==> config.mk <==
export PLATFORM = sky130hd
export DESIGN_NAME = rgbw_pwm_core
export DESIGN_NICKNAME = d
export VERILOG_FILES = /design/src/rtl/rgbw_pwm_core.sv
export SDC_FILE = /design/constraint.sdc
export NUM_CORES = 1
export LEC_CHECK = 0
export CORE_MARGIN = 10
export CORE_UTILIZATION = 40
export CTS_CLUSTER_DIAMETER = 50
export CTS_CLUSTER_SIZE = 25
export DETAILED_ROUTE_END_ITERATION = 8
export PLACE_DENSITY = 0.66
export RECOVER_POWER = 100
export SYNTH_ARGS = -nofsm -noshare
export SYNTH_HDL_FRONTEND = slang
export SYNTH_SLANG_ARGS = --single-unit
==> constraint.sdc <==
create_clock -name clk -period 2.65 [get_ports clk]
set_input_delay 0.3975 -clock clk [delete_from_list [all_inputs] [get_ports clk]]
set_output_delay 0.3975 -clock clk [all_outputs]
set_load 0.01 [all_outputs]
==> src/rtl/rgbw_pwm_core.sv <==
// rgbw_pwm_core
//   Four-channel (R,G,B,W) PWM generator clocked by the system clock. Rising
//   edges of the prescaled clock act as the count-enable tick. Duty updates are
//   staged in pending registers and moved into the active (shadow) registers
//   only at period boundaries, so a PWM period is never cut short or stretched.
//
// Ports
//   clk           system clock, all logic on rising edge
//   reset         asynchronous active-low reset
//   clk_presc     prescaled clock, sampled as data
//   presc_ready   prescaler release; 0 forces IDLE
//   duty_r/g/b/w  duty requests, captured on load
//   load          one-cycle capture strobe
//   pending       captured update waiting for a period boundary
//   load_ack      pulse when pending duties enter the shadow registers
//   period_start  pulse at every period boundary
//   pwm_r/g/b/w   registered PWM outputs, active high
module rgbw_pwm_core #(
   parameter int WIDTH = 8
) (
   input  logic             clk,
   input  logic             reset,
   input  logic             clk_presc,
   input  logic             presc_ready,
   input  logic [WIDTH-1:0] duty_r,
   input  logic [WIDTH-1:0] duty_g,
   input  logic [WIDTH-1:0] duty_b,
   input  logic [WIDTH-1:0] duty_w,
   input  logic             load,
   output logic             pending,
   output logic             load_ack,
   output logic             period_start,
   output logic             pwm_r,
   output logic             pwm_g,
   output logic             pwm_b,
   output logic             pwm_w
);

   localparam int NUM_CH = 4;
   localparam logic [WIDTH-1:0] CNT_MAX = '1;

   typedef enum logic [1:0] {IDLE, SYNC, RUN} state_t;

   state_t                        state_q;
   logic                          presc_q;
   logic [WIDTH-1:0]              cnt_q;
   logic [NUM_CH-1:0][WIDTH-1:0]  shadow_q, pend_q;
   logic                          pending_q, load_ack_q, period_start_q;
   logic [NUM_CH-1:0]             pwm_q, pwm_d;
   logic [NUM_CH-1:0][WIDTH-1:0]  duty_in;
   logic                          tick, boundary, run_en;

   assign duty_in = {duty_w, duty_b, duty_g, duty_r};
   assign tick    = clk_presc & ~presc_q;

   // A dropped presc_ready wins over a coincident tick: no boundary is taken.
   assign boundary = presc_ready & tick &
                     ((state_q == SYNC) || ((state_q == RUN) && (cnt_q == CNT_MAX)));

   // pwm is forced low on the same edge that leaves RUN for IDLE.
   assign run_en = (state_q == RUN) & presc_ready;

   for (genvar i = 0; i < NUM_CH; i++) begin : g_cmp
      assign pwm_d[i] = run_en & (cnt_q < shadow_q[i]);
   end

   always_ff @(posedge clk or negedge reset) begin
      if (!reset) begin
         state_q        <= IDLE;
         presc_q        <= 1'b0;
         cnt_q          <= '0;
         shadow_q       <= '0;
         pend_q         <= '0;
         pending_q      <= 1'b0;
         load_ack_q     <= 1'b0;
         period_start_q <= 1'b0;
         pwm_q          <= '0;
      end else begin
         presc_q        <= clk_presc;
         load_ack_q     <= 1'b0;
         period_start_q <= 1'b0;
         pwm_q          <= pwm_d;

         case (state_q)
            IDLE: begin
               cnt_q <= '0;
               if (presc_ready) state_q <= SYNC;
            end
            SYNC: begin
               if (!presc_ready) begin
                  state_q <= IDLE;
                  cnt_q   <= '0;
               end else if (tick) begin
                  state_q <= RUN;
                  cnt_q   <= '0;
               end
            end
            RUN: begin
               if (!presc_ready) begin
                  state_q <= IDLE;
                  cnt_q   <= '0;
               end else if (tick) begin
                  cnt_q <= cnt_q + 1'b1;
               end
            end
            default: begin
               state_q <= IDLE;
               cnt_q   <= '0;
            end
         endcase

         if (load) begin
            pend_q    <= duty_in;
            pending_q <= 1'b1;
         end

         // On a coincident load the shadow takes the old pending values and
         // the new ones stay pending.
         if (boundary) begin
            period_start_q <= 1'b1;
            if (pending_q) begin
               shadow_q   <= pend_q;
               load_ack_q <= 1'b1;
               if (!load) pending_q <= 1'b0;
            end
         end
      end
   end

   assign pending      = pending_q;
   assign load_ack     = load_ack_q;
   assign period_start = period_start_q;
   assign pwm_r        = pwm_q[0];
   assign pwm_g        = pwm_q[1];
   assign pwm_b        = pwm_q[2];
   assign pwm_w        = pwm_q[3];

endmodule

=== Yosys cells after proc, flatten, opt, wreduce, memory -nomap -nowiden ===
Cells that the tools add are included.

* Bits of input ports: 37
* Word-level logic and storage cells: 59
* Output and inout port bits: 7
* Flip-flop bits (word level): 82

* Equal/unequal tests: 7
* Bitwise logic cells: 9
* Multiplexer cells: 17
* Magnitude comparators: 4
* $add $sub $neg: 1
* Reductions and logical operators: 6

{| class="wikitable"
|+ Operators with widths
! operator !! count
|-
| $lt 8x8->1 || 4
|-
| $mux 8 || 4
|-
| $pmux 8 s2 || 1
|-
| $add 8x1->8 const B || 1
|-
| $and 1x1->1 || 8
|-
| $eq 8x8->1 const B || 1
|-
| $mux 2 || 4
|-
| $mux 1 || 7
|-
| $ne 3x3->1 const B || 2
|-
| $pmux 2 s3 || 1
|-
| $ne 2x2->1 const B || 2
|-
| $reduce_and 2->1 || 2
|-
| $reduce_and 3->1 || 1
|-
| $eq 2x1->1 const B || 1
|-
| $eq 2x2->1 const B || 1
|-
| $logic_not 2->1 || 1
|-
| $logic_and 1x1->1 || 1
|-
| $logic_or 1x1->1 || 1
|-
| $not 1->1 || 1
|}

=== Depth between registers and ports, before layout ===
* Word-level depth: 5
* Gate-level depth with buffers: 6
* Depth with buffers taken out: 5

=== Worst setup path after synthesis ===
Ideal clock, no wire load.

* Path type: reg2reg
* Start: register cnt_q[1]
* End: register shadow_q[10] (netlist name)
* Data required time: 2.525 ns
* Path slack: 0.528 ns
* Buffers on the path: 1
* Data arrival time: 1.997 ns
* Cell stages (with the launch flop): 7
* Clock period less this slack: 2.122 ns
* Library setup time: 0.125 ns
* Path through: dfrtp_1 > ha_1 > nand4_1 > or4_4 > a21boi_4 > buf_6 > mux2_2

* Word-level cells in the longest chain between the ends: 5

{| class="wikitable"
|+ RTL lines
! what !! line !! text
|-
| start: declaration || 46 || <nowiki>logic [WIDTH-1:0] cnt_q;</nowiki>
|-
| start signal: assignment || 103 || <nowiki>cnt_q <= cnt_q + 1'b1;</nowiki>
|-
| $eq 8x8->1 || 58 || <nowiki>((state_q == SYNC) || ((state_q == RUN) && (cnt_q == CNT_MAX)));</nowiki>
|-
| $logic_and 1x1->1 || 58 ||
|-
| $logic_or 1x1->1 || 58 ||
|-
| $and 1x1->1 || 57 || <nowiki>assign boundary = presc_ready & tick &</nowiki>
|-
| $reduce_and 2->1 (no line) || - ||
|-
| end signal: assignment || 122 || <nowiki>shadow_q <= pend_q;</nowiki>
|-
| end: declaration || 47 || <nowiki>logic [NUM_CH-1:0][WIDTH-1:0] shadow_q, pend_q;</nowiki>
|}

Every way passes these cells.
A chain may end at the register's enable or synchronous reset.

=== Final worst setup path ===
* Start: register cnt_q[1]
* End: register shadow_q[19] (netlist name)

The elaborated chain is that of the path after synthesis.

==> results.cfg <==
[timing]
setup_viol_count_final = 0
slew_viol_final = 83
whs_ns = 0.490
fin_setup_tns_ns = 0
grt_setup_unrepaired = false
maxSlewHeadroom = -0.305
skew_ns = 0.00479
hold_violations = 0
post-route-period-util = 0.914
max_freq_mhz = 413
period_needed_ns = 2.42
tightestPinTransition_ns = 1.96

[clocking]
post-cts-setup-buffers = 0
numClockSinks = 82
numCtsBuffers = 9
clk_pin_slew_ns = 0.08
ctsResizeCount = 0
cts_root_buffer = clkbuf_8
cts.path.max_buffers = 2
h-tree-depth = 3
clock_latency_ns = 0.35
cts_tree = built
ctsHoldBuffers = 0

[power_and_ir_drop]
p_leak_nw = 2.16
powerDensity_nw_per_um2 = 678
p_switching_mw = 0.759
seq_power_share = 0.489
max-vdd-ir-drop_v = 0.000280
comb_power_share = 0.163
switching_share = 0.237
p_clk_frac = 0.348
p_int_mw = 2.44

[outcome]
outcome = complete, but fails checks
violations = capacitance limit, slew limit

[floorplan]
core_um2 = 9330
ios = 44
die_h_um = 119
die_w_um = 119
start_util = 0.416
rows = 35
dieArea_um2 = 14100

[logic_synthesis]
synthCells = 298
synth_top_area_cell = dfrtp_1
ys_warn_count = 0
seq_area_frac_synth = 0.528
syn_avg_cell_area_um2 = 13.0
synthDistinctLibCells = 34
synth_enable_flop_cells = 0
netlist_area_um2 = 3880
synth_top_area_share = 0.528
synth-main-ff-cell = dfrtp_1
ys_ff_latch = 82
yosys-top-cells-area = dfrtp_1 (53%), mux2_2 (17%), ha_1 (9.3%)
syn-num-nets = 364
synthArstFlopShare = 1.00

[route]
postRouteWirelength_um = 6990
vias = 2372
first_pass_iters = 4
viasPerCell = 4.89
wire_per_inst_um = 14.4
drt_iter0_markers = 51
ant_nets = 0
drc = 0

[placed_design]
numPortBuffers = 43
finalWeightedCongestion = 0.756
dp.final_hpwl_um = 4960
placedInstanceArea_um2 = 4490

[cells_and_area]
n_antenna_cell = 0
finalNetCount = 417
layout-drive-gt1-share = 0.233
syn_to_final_growth_pct = 21.5
final_common_cell = dfrtp_1
design_area_um2 = 4720
final_cell_mix = dfrtp_1 (82), mux2_2 (57), clkdlybuf4s50_1 (33)

[critical_path]
startpoint = cnt_q[1]
path_max_fanout = 33
worst_setup_path_endpoint = shadow_q[19]
r2r-end = shadow_q[19]
rr_worst_depth = 6
required_ns = 2.89
worstSetupEndpointType = register
reg2reg_slack_ns = 0.23
worst_setup_path_start_kind = register
reg2reg_from = cnt_q[1]
arrival_ns = 2.66
crit_type = register to register

[global_route]
grt_max_degree = 83
antenna_found_initial = 0
grt_usage = 0.105
grt_overflow = 0
grt_pass1_vias = 2587
grt_pass1_wl_um = 12100

[flow_run]
drv_cap = 1

[hold_path]
hold_path_class = register to register
## how the worst min path moves through the flow
stage / endpoint / depth (start not counted) / from / slack (ns)
detailed placement: shadow_q[11] / 1 / shadow_q[11] / 0.48
global route: shadow_q[4] / 1 / shadow_q[4] / 0.52
finish: shadow_q[11] / 1 / shadow_q[11] / 0.49
CTS: pend_q[16] / 1 / reset / 0.25
floorplan: cnt_q[0] / 0 / reset / 0.10
global placement: shadow_q[11] / 1 / shadow_q[11] / 0.47
## registers in the layout, indices dropped and copies added (netlist names)
register,flops
pend_q,32
shadow_q,32
cnt_q,8
pwm_q,4
state_q,2
load_ack,1
pending,1
period_start,1
presc_q,1
## worst max-delay path: stages, from the launching register on
cell	delay, ns
dfrtp_1	0.53
ha_1	0.26
nand4_1	0.14
or4_1	0.59
a21boi_4	0.21
buf_12	0.22
mux2_2	0.36
## cells in the mapped netlist, types with 2 or more instances
| master | instances |
|---|---|
| o21ai_0 | 14 |
| a311oi_1 | 2 |
| ha_1 | 29 |
| buf_6 | 4 |
| o31ai_1 | 3 |
| a211o_1 | 4 |
| nand4_1 | 3 |
| nand3_1 | 3 |
| inv_1 | 32 |
| mux2_1 | 7 |
| a41oi_1 | 4 |
| dfrtp_1 | 82 |
| mux2_2 | 57 |
| clkbuf_1 | 5 |
| nand2_1 | 3 |
| xor2_1 | 2 |
| nor2b_1 | 2 |
| xnor2_1 | 5 |
| buf_2 | 2 |
| a211oi_1 | 9 |
| nor2_1 | 5 |
| nand2b_1 | 9 |
## cells by family after synthesis
family                     after synthesis  synth area share
buffers and inverters                   43            0.0499
and+or+nand+nor                         32            0.0512
AOI/OAI and AO/OA                       41            0.0757
adders and majority gates               29            0.0934
muxes                                   64             0.186
DFF                                     82             0.528
xor gates and xnor gates                 7            0.0158
## metal layers
layer / vias to the layer above / track usage / share of wire / routed length [um]
li1: 1159 / - / - / -
met1: 1170 / 0.129 / 0.48 / 3370
met2: 32 / 0.171 / 0.47 / 3300
met3: 11 / 0.0290 / 0.028 / 198
met4: 0 / 0.0450 / 0.017 / 118
met5: - / 0 / 0 / 0
## layout make-up
class                           count  area (um^2)
Clock buffer                       12          155
Clock inverter                      4         97.6
Multi-Input combinational cell    173         1630
Inverter                           32          120
Tap cell                          129          161
Timing Repair Buffer               53          499
Fill cell                         849         4610
Sequential cell                    82         2050
## metrics by stage
stage                     instances   util  worst slack (ns)  total power, mW
after floorplan                 298      -             0.528             1.95
after global placement          469  0.481             0.170             2.10
after detailed placement        469  0.481             0.132             2.13
after CTS                       485  0.508             0.258             3.25
after global routing            485  0.506             0.122             3.40
final                           485  0.506             0.227             3.20
## power groups by stage
stage,logic (mW),clock network (mW),registers [mW]
after detailed placement,0.538,0,1.59
final,0.523,1.11,1.56
after global routing,0.607,1.20,1.60
after global placement,0.510,0,1.59
after CTS,0.541,1.14,1.57
after floorplan,0.389,0,1.56
Power figures use the tool's default switching activity.
